**src/rtl/serial_addsub_ctrl_if.sv**
```systemverilog
// Handshake and operand/result bundle for the bit-serial add/subtract sequencer.
// The master side issues operations; the slave side is the sequencer itself.
interface serial_addsub_ctrl_if #(
  parameter int unsigned WIDTH = 8
);
  logic             start;
  logic             op;
  logic [WIDTH-1:0] a;
  logic [WIDTH-1:0] b;
  logic             busy;
  logic             done;
  logic [WIDTH-1:0] result;
  logic             cout;
  logic             ovf;

  modport master (
    output start, op, a, b,
    input  busy, done, result, cout, ovf
  );

  modport slave (
    input  start, op, a, b,
    output busy, done, result, cout, ovf
  );
endinterface

```
**src/rtl/serial_addsub_ctrl.sv**
```systemverilog
// Bit-serial add/subtract sequencer: one full-adder/subtractor cell and a carry/borrow flop,
// LSB first, WIDTH cycles per operation, one-cycle done strobe.
module serial_addsub_ctrl #(
  parameter int unsigned WIDTH = 8
) (
  input logic                 clk,
  input logic                 rst,
  serial_addsub_ctrl_if.slave bus
);
  localparam int unsigned   CW      = (WIDTH > 1) ? $clog2(WIDTH) : 1;
  localparam logic [CW-1:0] LastCnt = CW'(WIDTH - 1);

  typedef enum logic [1:0] {StIdle, StRun, StDone} state_e;

  state_e           state_q, state_d;
  logic [WIDTH-1:0] a_sh_q, a_sh_d;
  logic [WIDTH-1:0] b_sh_q, b_sh_d;
  logic [WIDTH-1:0] acc_q, acc_d;
  logic [WIDTH-1:0] result_q, result_d;
  logic [CW-1:0]    cnt_q, cnt_d;
  logic             op_q, op_d;
  logic             c_q, c_d;
  logic             cout_q, cout_d;
  logic             ovf_q, ovf_d;

  logic ai, bi, s, c_next;

  // Single shared cell: the sum and difference bits are identical, only the carry differs.
  always_comb begin
    ai = a_sh_q[0];
    bi = b_sh_q[0];
    s  = ai ^ bi ^ c_q;
    if (op_q) begin
      c_next = (~ai & bi) | (c_q & ~(ai ^ bi));
    end else begin
      c_next = (ai & bi) | (c_q & (ai ^ bi));
    end
  end

  always_comb begin
    state_d  = state_q;
    a_sh_d   = a_sh_q;
    b_sh_d   = b_sh_q;
    acc_d    = acc_q;
    result_d = result_q;
    cnt_d    = cnt_q;
    op_d     = op_q;
    c_d      = c_q;
    cout_d   = cout_q;
    ovf_d    = ovf_q;

    unique case (state_q)
      StIdle: begin
        if (bus.start) begin
          a_sh_d  = bus.a;
          b_sh_d  = bus.b;
          op_d    = bus.op;
          c_d     = 1'b0;
          cnt_d   = '0;
          state_d = StRun;
        end
      end
      StRun: begin
        a_sh_d = a_sh_q >> 1;
        b_sh_d = b_sh_q >> 1;
        acc_d  = {s, acc_q[WIDTH-1:1]};
        c_d    = c_next;
        cnt_d  = cnt_q + CW'(1);
        if (cnt_q == LastCnt) begin
          // c_q here is the carry/borrow into the MSB.
          result_d = {s, acc_q[WIDTH-1:1]};
          cout_d   = c_next;
          ovf_d    = c_q ^ c_next;
          state_d  = StDone;
        end
      end
      StDone: begin
        state_d = StIdle;
      end
      default: begin
        state_d = StIdle;
      end
    endcase
  end

  always_ff @(posedge clk or posedge rst) begin
    if (rst) begin
      state_q  <= StIdle;
      a_sh_q   <= '0;
      b_sh_q   <= '0;
      acc_q    <= '0;
      result_q <= '0;
      cnt_q    <= '0;
      op_q     <= 1'b0;
      c_q      <= 1'b0;
      cout_q   <= 1'b0;
      ovf_q    <= 1'b0;
    end else begin
      state_q  <= state_d;
      a_sh_q   <= a_sh_d;
      b_sh_q   <= b_sh_d;
      acc_q    <= acc_d;
      result_q <= result_d;
      cnt_q    <= cnt_d;
      op_q     <= op_d;
      c_q      <= c_d;
      cout_q   <= cout_d;
      ovf_q    <= ovf_d;
    end
  end

  assign bus.busy   = (state_q == StRun);
  assign bus.done   = (state_q == StDone);
  assign bus.result = result_q;
  assign bus.cout   = cout_q;
  assign bus.ovf    = ovf_q;
endmodule

```
**src/flat_wrapper.sv**
```systemverilog
// flat-port wrapper written by rule: the top's interface ports become plain ports
module serial_addsub_ctrl_flat 
#(
  parameter int unsigned WIDTH = 8
)
  (clk, rst, bus_start, bus_op, bus_a, bus_b, bus_busy, bus_done, bus_result, bus_cout, bus_ovf);
  serial_addsub_ctrl_if #(.WIDTH(WIDTH)) bus_i ();
  input logic clk;
  input logic rst;
  input wire logic [$bits(bus_i.start)-1:0] bus_start;
  input wire logic [$bits(bus_i.op)-1:0] bus_op;
  input wire logic [$bits(bus_i.a)-1:0] bus_a;
  input wire logic [$bits(bus_i.b)-1:0] bus_b;
  output wire logic [$bits(bus_i.busy)-1:0] bus_busy;
  output wire logic [$bits(bus_i.done)-1:0] bus_done;
  output wire logic [$bits(bus_i.result)-1:0] bus_result;
  output wire logic [$bits(bus_i.cout)-1:0] bus_cout;
  output wire logic [$bits(bus_i.ovf)-1:0] bus_ovf;
  assign bus_i.start = bus_start;
  assign bus_i.op = bus_op;
  assign bus_i.a = bus_a;
  assign bus_i.b = bus_b;
  assign bus_busy = bus_i.busy;
  assign bus_done = bus_i.done;
  assign bus_result = bus_i.result;
  assign bus_cout = bus_i.cout;
  assign bus_ovf = bus_i.ovf;
  serial_addsub_ctrl #(.WIDTH(WIDTH)) u_core (.clk(clk), .rst(rst), .bus(bus_i));
endmodule
```
**config.mk**
```make
export PLATFORM = sky130hd
export DESIGN_NAME = serial_addsub_ctrl_flat
export DESIGN_NICKNAME = d
export VERILOG_FILES = /design/src/rtl/serial_addsub_ctrl_if.sv /design/src/rtl/serial_addsub_ctrl.sv /design/src/flat_wrapper.sv
export SDC_FILE = /design/constraint.sdc
export NUM_CORES = 1
export LEC_CHECK = 0
export BUFFER_PORTS_ARGS = -buffer_cell sky130_fd_sc_hd__buf_2
export CORE_MARGIN = 3
export CORE_UTILIZATION = 25
export DETAILED_ROUTE_END_ITERATION = 10
export GPL_ROUTABILITY_DRIVEN = 1
export PLACE_DENSITY = 0.51
export SYNTH_ARGS = -nofsm -noshare
export SYNTH_HDL_FRONTEND = slang
export SYNTH_SLANG_ARGS = --single-unit
```
**constraint.sdc**
```tcl
create_clock -name clk -period 1.45 [get_ports clk]
set_input_delay 0.0725 -clock clk [delete_from_list [all_inputs] [get_ports clk]]
set_output_delay 0.0725 -clock clk [all_outputs]
set_load 0.05 [all_outputs]
```
==> flow_summary.toml, run 1 <==
[logic_synthesis]
syn_avg_cell_area_um2 = 11.3
syn_nets = 180
ys_seq_elements = 40
synthesis.instances = 156
ys_types = 27
syn_area_mm2 = 0.00176
synth-warning-count = 0
yosysSeqAreaShare_pct = 57.0

[layout]
nets = 229
area_growth_pct = 29.9
drive_gt1_share_pct = 36.9
antenna_cells = 0

[setup_path]
path_cells = "inv_2, fa_2, nor2b_4, or3_1, a31oi_1"
start_kind = "flip-flop"
worstReg2RegEnd = "u_core.bus.ovf"
required_ns = 1.67
cp-endpoint = "u_core.bus.ovf"
reg2reg_setup_slack_ns = 0.008
max_stage_delay_ns = 0.41
endpoint_kind = "flip-flop"
r2r_cells = 5
worstPathMaxFanout = 3
r2r-start = "u_core.b_sh_q[0]"
cp.arrival_ns = 1.66
critPathKind = "flip-flop to flip-flop"
crit_path_top_delay_cell = "dfrtp_1"
cp-startpoint = "u_core.b_sh_q[0]"

[sta]
worst_slack_ns = 0.00767
worstMarginPinSlew_ns = 0.512
clock.fmax_ghz = 0.693
skew_ns = 0.00671
setup-violations-final = 0
rsz0062_at_grt = "true"
slew_headroom_pct = 65.9
hold_viol = 0
tns_ns = 0
drv_slew = 0
fin_crit_ns = 1.44
period_share_pct = 99.5

[clock_network]
cts.path.max_buffers = 2
cts_sinks = 40
clk_pin_slew_ns = 0.08
htree_levels = 2
cts-buffers-inserted = 5
clock_latency_ns = 0.29
tritoncts = "yes"
clockRootBuffer = "clkbuf_8"

[route]
wirelength_mm = 3.62
ant_nets = 0
via_count = 1244
routed_via_density = 4.16
drt-initial-drc-count = 52
remaining_drc_errors = 0
firstDrtPassIters = 2
drt-wirelength-per-cell_um = 12.1

[worst_hold_path]
min_path_type = "input port to flip-flop"

[die]
io_pins = 32
die_x_um = 89.8
fp.dieH_um = 89.8
die_area_mm2 = 0.00806
core-area_mm2 = 0.00657
initial_core_util_pct = 26.7
num_rows = 29

[grt]
grt_usage_pct = 9.87
grt_pass1_wl_mm = 6.52
grt_max_degree = 41
grt_pass1_vias = 1365
gr-total-overflow = 0
antenna_found_initial = 0

[power_and_ir_drop]
combPwrFrac_pct = 44.2
swShare_pct = 39.7
peakVddDrop_mv = 0.586
pwr-share-clk_pct = 18.3
intPower_mw = 2.99
p_sw_mw = 1.97
total_leakage_power_nw = 1.11
p_seq_share_pct = 37.5
powerDensity_mw_per_mm2 = 2170

[placement]
portBuffers = 31
place.gp.congestion = 0.714
dp_slack_ns = 0.00244
dp_hpwl_mm = 2.50

[flow_run]
maxCapViolCount = 0

[outcome]
status = "completed"
==> power groups by stage <==
| stage | logic [mW] | clock network (mW) | registers (mW) |
|---|---|---|---|
| 6_report | 2.19 | 0.907 | 1.86 |
| 2_1_floorplan | 1.16 | 0 | 2.27 |
| 3_3_place_gp | 2.09 | 0 | 1.89 |
| 4_1_cts | 2.18 | 0.943 | 1.88 |
| 3_5_place_dp | 2.14 | 0 | 1.90 |
| 5_1_grt | 2.43 | 1.00 | 1.94 |
==> worst min path at each step <==
stage                         from                    to  slack (ns)  cells after the start
final                       bus_op           u_core.op_q        0.01                      2
after global routing        bus_op           u_core.op_q        0.02                      2
after CTS                   bus_op           u_core.op_q       0.008                      2
after detailed placement       rst  u_core.bus.result[6]        0.24                      3
after global placement         rst  u_core.bus.result[0]        0.23                      3
after floorplan           bus_a[7]      u_core.a_sh_q[7]        0.21                      1
==> sequential cells by signal (all words and copies together), names as in the netlist <==
| register | cells |
|---|---|
| u_core.a_sh_q | 8 |
| u_core.b_sh_q | 8 |
| u_core.bus.result | 8 |
| u_core.acc_q | 7 |
| u_core.cnt_q | 3 |
| u_core.state_q | 2 |
| u_core.bus.cout | 1 |
| u_core.bus.ovf | 1 |
| u_core.c_q | 1 |
| u_core.op_q | 1 |
==> synthesized netlist by cell type (all sizes together) <==
master / instances / share of area, %
a21oi: 4 / 1.1
a22o: 4 / 2.0
a22oi: 12 / 5.1
a31oi: 1 / 0.36
and2b: 1 / 0.43
and3b: 2 / 1.0
buf: 7 / 3.1
clkbuf: 1 / 0.21
dfrtp: 40 / 57
fa: 2 / 2.3
ha: 2 / 1.4
inv: 6 / 1.3
mux2: 8 / 6.2
nand2: 37 / 7.9
nand2b: 1 / 0.36
nand3b: 1 / 1.1
nor2b: 4 / 1.6
o21ai: 20 / 5.7
o21bai: 1 / 1.1
or2: 1 / 0.36
or3: 1 / 0.36
==> final cells by class <==
| class | count | area, µm² |
|---|---|---|
| Sequential cell | 40 | 1000 |
| Clock buffer | 5 | 68.8 |
| Tap cell | 93 | 116 |
| Timing Repair Buffer | 49 | 319 |
| Inverter | 6 | 25.0 |
| Fill cell | 680 | 4290 |
| Multi-Input combinational cell | 103 | 704 |
| Clock inverter | 3 | 42.5 |
==> kinds of logic (layout without fill, tap and decap cells) <==
family	after synthesis	in the layout	share of synthesized area, %
compound gates	42	42	15.4
fa+ha+maj	4	4	3.71
buf+inv	14	63	4.56
flops	40	40	57.0
mux	8	8	6.20
simple gates	48	49	13.1
==> timing repair <==
| action | in CTS | in global routing |
|---|---|---|
| gates cloned | 1 | 0 |
| endpoints found under the hold margin | 42 | 0 |
| buffers inserted | 0 | 1 |
| hold buffers | 3 | 0 |
| pin swaps | 1 | 1 |
| setup endpoints to repair | 5 | 13 |
| gates resized for setup | 4 | 5 |
==> routing by layer <==
metal / vias to the layer above / track usage (%) / wire length [µm]
met1: 573 / 14.1 / 1860
met4: 0 / 3.83 / 40
li1: 633 / - / -
met3: 4 / 3.17 / 228
met5: - / 0 / 0
met2: 34 / 13.8 / 1480
==> cell usage in the layout, fill, tap and decap left out, types with 2 or more instances in the layout <==
cell,count
a21oi_1,4
a22o_1,4
a22oi_1,12
and3b_1,2
buf_2,29
buf_4,14
clkbuf_8,5
dfrtp_1,38
dfrtp_2,2
dlygate4sd3_1,3
inv_1,3
inv_2,2
mux2_2,2
mux2_4,5
nand2_1,37
nor2b_2,2
o21ai_0,2
o21ai_1,17
==> critical path, delay by kind of cell (launching register included) <==
kind	cells	cell delay [ns]
buf+inv	1	0.06
simple gates	2	0.43
flops	1	0.41
fa+ha+maj	1	0.34
compound gates	1	0.13
==> stage by stage <==
step / hold WS [ns] / instance area (µm²) / instances / utilization (%) / power (mW)
detailed placement: 0.235 / 2100 / 286 / 32.0 / 4.03
finish: 0.0123 / 2280 / 299 / 34.7 / 4.96
floorplan: 0.205 / 1770 / 156 / - / 3.43
global route: 0.0189 / 2280 / 299 / 34.7 / 5.37
global placement: 0.235 / 2100 / 286 / 32.0 / 3.98
CTS: 0.00829 / 2260 / 298 / 34.4 / 5.00
Power figures use the tool's default switching activity.
==> run 2: changes to the inputs <==
--- a/config.mk
+++ b/config.mk
@@ -7,6 +7,8 @@
 export LEC_CHECK = 0
 export BUFFER_PORTS_ARGS = -buffer_cell sky130_fd_sc_hd__buf_2
+export CORE_ASPECT_RATIO = 1.75
 export CORE_MARGIN = 3
 export CORE_UTILIZATION = 25
+export CTS_CLUSTER_DIAMETER = 150
 export DETAILED_ROUTE_END_ITERATION = 10
 export GPL_ROUTABILITY_DRIVEN = 1
==> constraint.sdc (replaced) <==
create_clock -name clk -period 1.45 [get_ports clk]
set_input_delay 0.0725 -clock clk [delete_from_list [all_inputs] [get_ports clk]]
set_output_delay 0.0725 -clock clk [all_outputs]
set_load 0.005 [all_outputs]
==> run 2 against run 1 <==
Against the previous run:
- sequential power increased by 2%
- fmax increased by 1.1%
- flip-flop and latch count unchanged
- first-iteration DRC count increased by 38%
==> flow_summary.toml, run 2 (same netlist as run 1, synthesis figures left out) <==
[outcome]
status = "completed"

[clock_network]
cts_sinks = 40
clockRootBuffer = "clkbuf_16"
clock_latency_ns = 0.28
cts.path.max_buffers = 2
tritoncts = "yes"
htree_levels = 2
cts-buffers-inserted = 5
clk_pin_slew_ns = 0.06

[layout]
area_growth_pct = 26.1
fillers = 684
nets = 221
drive_gt1_share_pct = 34.8
final_common_cell = "dfrtp_1"
final_cell_mix = "38 x dfrtp_1, 37 x nand2_1, 31 x buf_2"
multi_input_area_um2 = 703
fin_cells = 280
antenna_cells = 0
design_area_mm2 = 0.00221
final-seq-area_mm2 = 0.00100

[placement]
place_area_mm2 = 0.00203
portBuffers = 31
place_inst = 270
dp_hpwl_mm = 2.56
place.gp.congestion = 0.661

[setup_path]
worstPathMaxFanout = 3
cp-startpoint = "u_core.b_sh_q[0]"
r2r_cells = 5
critPathKind = "flip-flop to flip-flop"
start_kind = "flip-flop"
cp.arrival_ns = 1.63
endpoint_kind = "flip-flop"
required_ns = 1.65
reg2reg_setup_slack_ns = 0.02
r2r-start = "u_core.b_sh_q[0]"

[sta]
rsz0062_at_grt = "true"
hold_viol = 0
tns_ns = 0
period_share_pct = 98.4
fin_crit_ns = 1.43
setup-violations-final = 0
drv_slew = 0
worstMarginPinSlew_ns = 0.549
clock.fmax_ghz = 0.701
skew_ns = 0.00413
slew_headroom_pct = 63.3

[worst_hold_path]
holdPathStages = 2
hold_path.startpoint = "bus_b[7]"
min_path_type = "input port to flip-flop"

[grt]
gr-total-overflow = 0
grt_max_degree = 41
grt_pass1_vias = 1331
grt_usage_pct = 10.1
grt_pass1_wl_mm = 6.45
antenna_found_initial = 0

[die]
initial_core_util_pct = 26.3
core-area_mm2 = 0.00669
io_pins = 32
die_area_mm2 = 0.00810
die_x_um = 69.3
fp.dieH_um = 117
num_rows = 39

[route]
routed_via_density = 4.51
wirelength_mm = 3.72
firstDrtPassIters = 3
drt-initial-drc-count = 72
ant_nets = 0
drt-wirelength-per-cell_um = 13.3
via_count = 1264
remaining_drc_errors = 0

[flow_run]
maxCapViolCount = 0

[power_and_ir_drop]
p_total_mw = 4.55
peakVddDrop_mv = 0.807
powerDensity_mw_per_mm2 = 2060
total_leakage_power_nw = 1.08
run 2: metal layers:
layer	part of all wire, %	track usage, %
met1	44	12.2
met2	49	16.7
met3	4.9	2.82
met4	2.1	4.69
met5	0	0
run 2: final timing paths:
check / endpoint
worst min-delay path: u_core.b_sh_q[7]
worst min register to register: u_core.bus.cout
min in group asynchronous: u_core.b_sh_q[0]
max in group asynchronous: u_core.state_q[1]
worst max register to register: u_core.bus.ovf
worst max-delay path: u_core.bus.ovf
run 2: worst max-delay path, cell delays in order (launching register included):
cell and delay, ns:
dfrtp_1 0.41, inv_2 0.06, fa_2 0.33, nor2b_4 0.13, or3_1 0.30, a31oi_1 0.12
run 2: timing repair:
| action | CTS | global route |
|---|---|---|
| resized for setup | 1 | 5 |
| gates cloned | 1 | 0 |
| hold endpoints to repair | 40 | 0 |
| setup buffers | 0 | 0 |
| endpoints found under the setup margin | 3 | 12 |
| pin swaps | 0 | 1 |
| hold buffers | 1 | 0 |
run 2: power by group:
group | switching, mW | internal [mW]
clock | 0.426 | 0.678
sequential | 0.316 | 1.59
combinational | 0.749 | 0.795
run 2: area by class of cell:
class	instances	share of cell area, %
Multi-Input combinational cell	103	31.8
Timing Repair Buffer	41	10.5
Clock buffer	6	6.27
Sequential cell	40	45.3
Clock inverter	2	0.452
Inverter	6	1.02
Tap cell	82	4.64
run 2: through the flow:
step	worst slack (ns)	utilization, %	hold WS, ns
finish	0.0237	33.1	0.0124
global route	-0.0426	33.1	0.0202
global placement	0.0248	30.4	0.231
floorplan	0.00317	-	0.205
CTS	-0.000392	33.0	0.00437
detailed placement	-0.00231	30.4	0.227
==> run 3: changes to the inputs <==
Settings changed: ABC_AREA set to 1, PLACE_DENSITY 0.51 to 0.5.
==> run 3 against run 2 <==
Against the previous run:
- flip-flop and latch count did not move
- clock power is 7% lower
- first-iteration DRC count shrank 14%
- sequential power about the same
- hold slack better by 0.028 ns
- die area is 5.1% higher
- area after synthesis is 5.5% higher
- largest cell class unchanged
- routed wire length decreased by 2.8%
- sequential share of layout area down 0.54 points
- power up 2.3%
- core utilization down 1.2 points
==> flow_summary.toml, run 3 <==
[outcome]
status = "completed"

[route]
firstDrtPassIters = 4
via_count = 1433
ant_nets = 0
wirelength_mm = 3.62
routed_via_density = 4.19
remaining_drc_errors = 0
drt-initial-drc-count = 62
drt-wirelength-per-cell_um = 10.6

[layout]
finish.utilization_pct = 31.9
area_growth_pct = 20.7
antenna_cells = 0
final_common_cell = "nand2_1"
final_cell_mix = "124 x nand2_1, 40 x dfrtp_1, 31 x buf_2"
drive_gt1_share_pct = 20.2
nets = 282

[grt]
gr-total-overflow = 0
grt_usage_pct = 9.41
grt_pass1_vias = 1400
antenna_found_initial = 0
grt_pass1_wl_mm = 6.33
grt_max_degree = 41

[clock_network]
cts_sinks = 40
clk_pin_slew_ns = 0.06
cts.path.max_buffers = 2
tritoncts = "yes"
clock_latency_ns = 0.27
clockRootBuffer = "clkbuf_16"
htree_levels = 2
cts-buffers-inserted = 5

[sta]
hold_viol = 0
tns_ns = 0
slew_headroom_pct = 65.7
rsz0062_at_grt = "false"
fin_crit_ns = 1.36
setup-violations-final = 0
period_share_pct = 93.5
hold_ws_ns = 0.0407
clock.fmax_ghz = 0.737
drv_slew = 0
worst_slack_ns = 0.0938
worstMarginPinSlew_ns = 0.514
skew_ns = 0.00249

[setup_path]
endpoint_kind = "output port"
r2r_cells = 6
critPathKind = "flip-flop to output port"
cp.arrival_ns = 1.28
start_kind = "flip-flop"
worstPathMaxFanout = 19
required_ns = 1.38

[logic_synthesis]
synth_top_cell_area_share_pct = 54.1
synthesis.instances = 223
synth_edf_count = 0
synth-warning-count = 0
yosysSeqAreaShare_pct = 54.1
ys_seq_elements = 40
yosys.cell_count.top_type = "nand2_1"
syn_area_mm2 = 0.00185
syn_nets = 247
synth_common_cells = "124 x nand2_1, 40 x dfrtp_1, 16 x inv_1, 10 x o21ai_0, 7 x o21ai_2"
ys_types = 18
synthArstFlopShare_pct = 100
ys.flop_type = "dfrtp_1"
yosys.area.top_type = "dfrtp_1"
syn_avg_cell_area_um2 = 8.30
ys_top_cells_by_area = "dfrtp_1 54%, nand2_1 25%, o21ai_2 3.3%"

[placement]
place.gp.congestion = 0.699
dp_slack_ns = 0.0761
portBuffers = 31
dp_hpwl_mm = 2.53

[worst_hold_path]
min_path_type = "input port to flip-flop"
holdPathStages = 3

[power_and_ir_drop]
powerDensity_mw_per_mm2 = 2080
peakVddDrop_mv = 0.787
total_leakage_power_nw = 1.23

[die]
die_x_um = 71.1
io_pins = 32
die_area_mm2 = 0.00852
num_rows = 40
fp.dieH_um = 120
core-area_mm2 = 0.00701
initial_core_util_pct = 26.4

[flow_run]
maxCapViolCount = 0
[run 3: layout make-up]
cell class,instances,area [µm²]
flip-flops and latches,40,1000
fillers,780,4770
clock inverters,1,5.00
clock buffers,6,129
repair buffers,36,195
inverters,18,80.1
multi-input cells,157,719
well taps,84,105
[run 3: metal layers]
metal,track usage (%),routed length [µm]
met4,3.88,42
met1,10.6,1550
met3,2.77,156
met2,16.3,1870
met5,0,0
[run 3: worst paths after layout]
kind	start	end	slack, ns
setup / recovery	u_core.state_q[1]	bus_busy	0.09
hold / removal	bus_b[7]	u_core.b_sh_q[7]	0.04
setup reg to reg	u_core.c_q	u_core.c_q	0.10
hold reg to reg	u_core.bus.result[0]	u_core.bus.result[0]	0.47
max in group asynchronous	rst	u_core.b_sh_q[1]	0.62
min in group asynchronous	rst	u_core.bus.result[5]	0.46
[run 3: cell families (layout without fill, tap and decap cells)]
family	Yosys count	in the layout	share of synthesized area, %
adders and majority gates	4	4	3.51
buffers and inverters	26	61	7.09
DFF	40	40	54.1
and+or+nand+nor	134	134	28.8
AOI/OAI and AO/OA	19	19	6.55
[run 3: through the flow]
step	power (mW)	cells	area, µm²
6_report	4.66	342	2230
5_1_grt	5.14	342	2230
4_1_cts	4.73	341	2220
3_5_place_dp	3.67	333	2080
3_3_place_gp	3.66	333	2080
2_1_floorplan	3.22	223	1850
[run 3: report_power, final]
group	total [mW]	leakage [nW]	internal [mW]	switching (mW)
clock	1.02	0.0667	0.625	0.400
sequential	1.87	0.507	1.61	0.262
combinational	1.76	0.658	0.662	1.10
[run 3: worst max-delay path, stage by stage (launching register included)]
cell and delay [ns]:
dfrtp_1 0.38, inv_1 0.12, nand2_4 0.19, inv_8 0.17
buf_2 0.13
[run 3: timing repair]
item	in CTS	in global routing
setup endpoints to repair	0	7
setup buffers	0	1
hold buffers	1	0
resized for setup	0	3
hold endpoints to repair	40	0
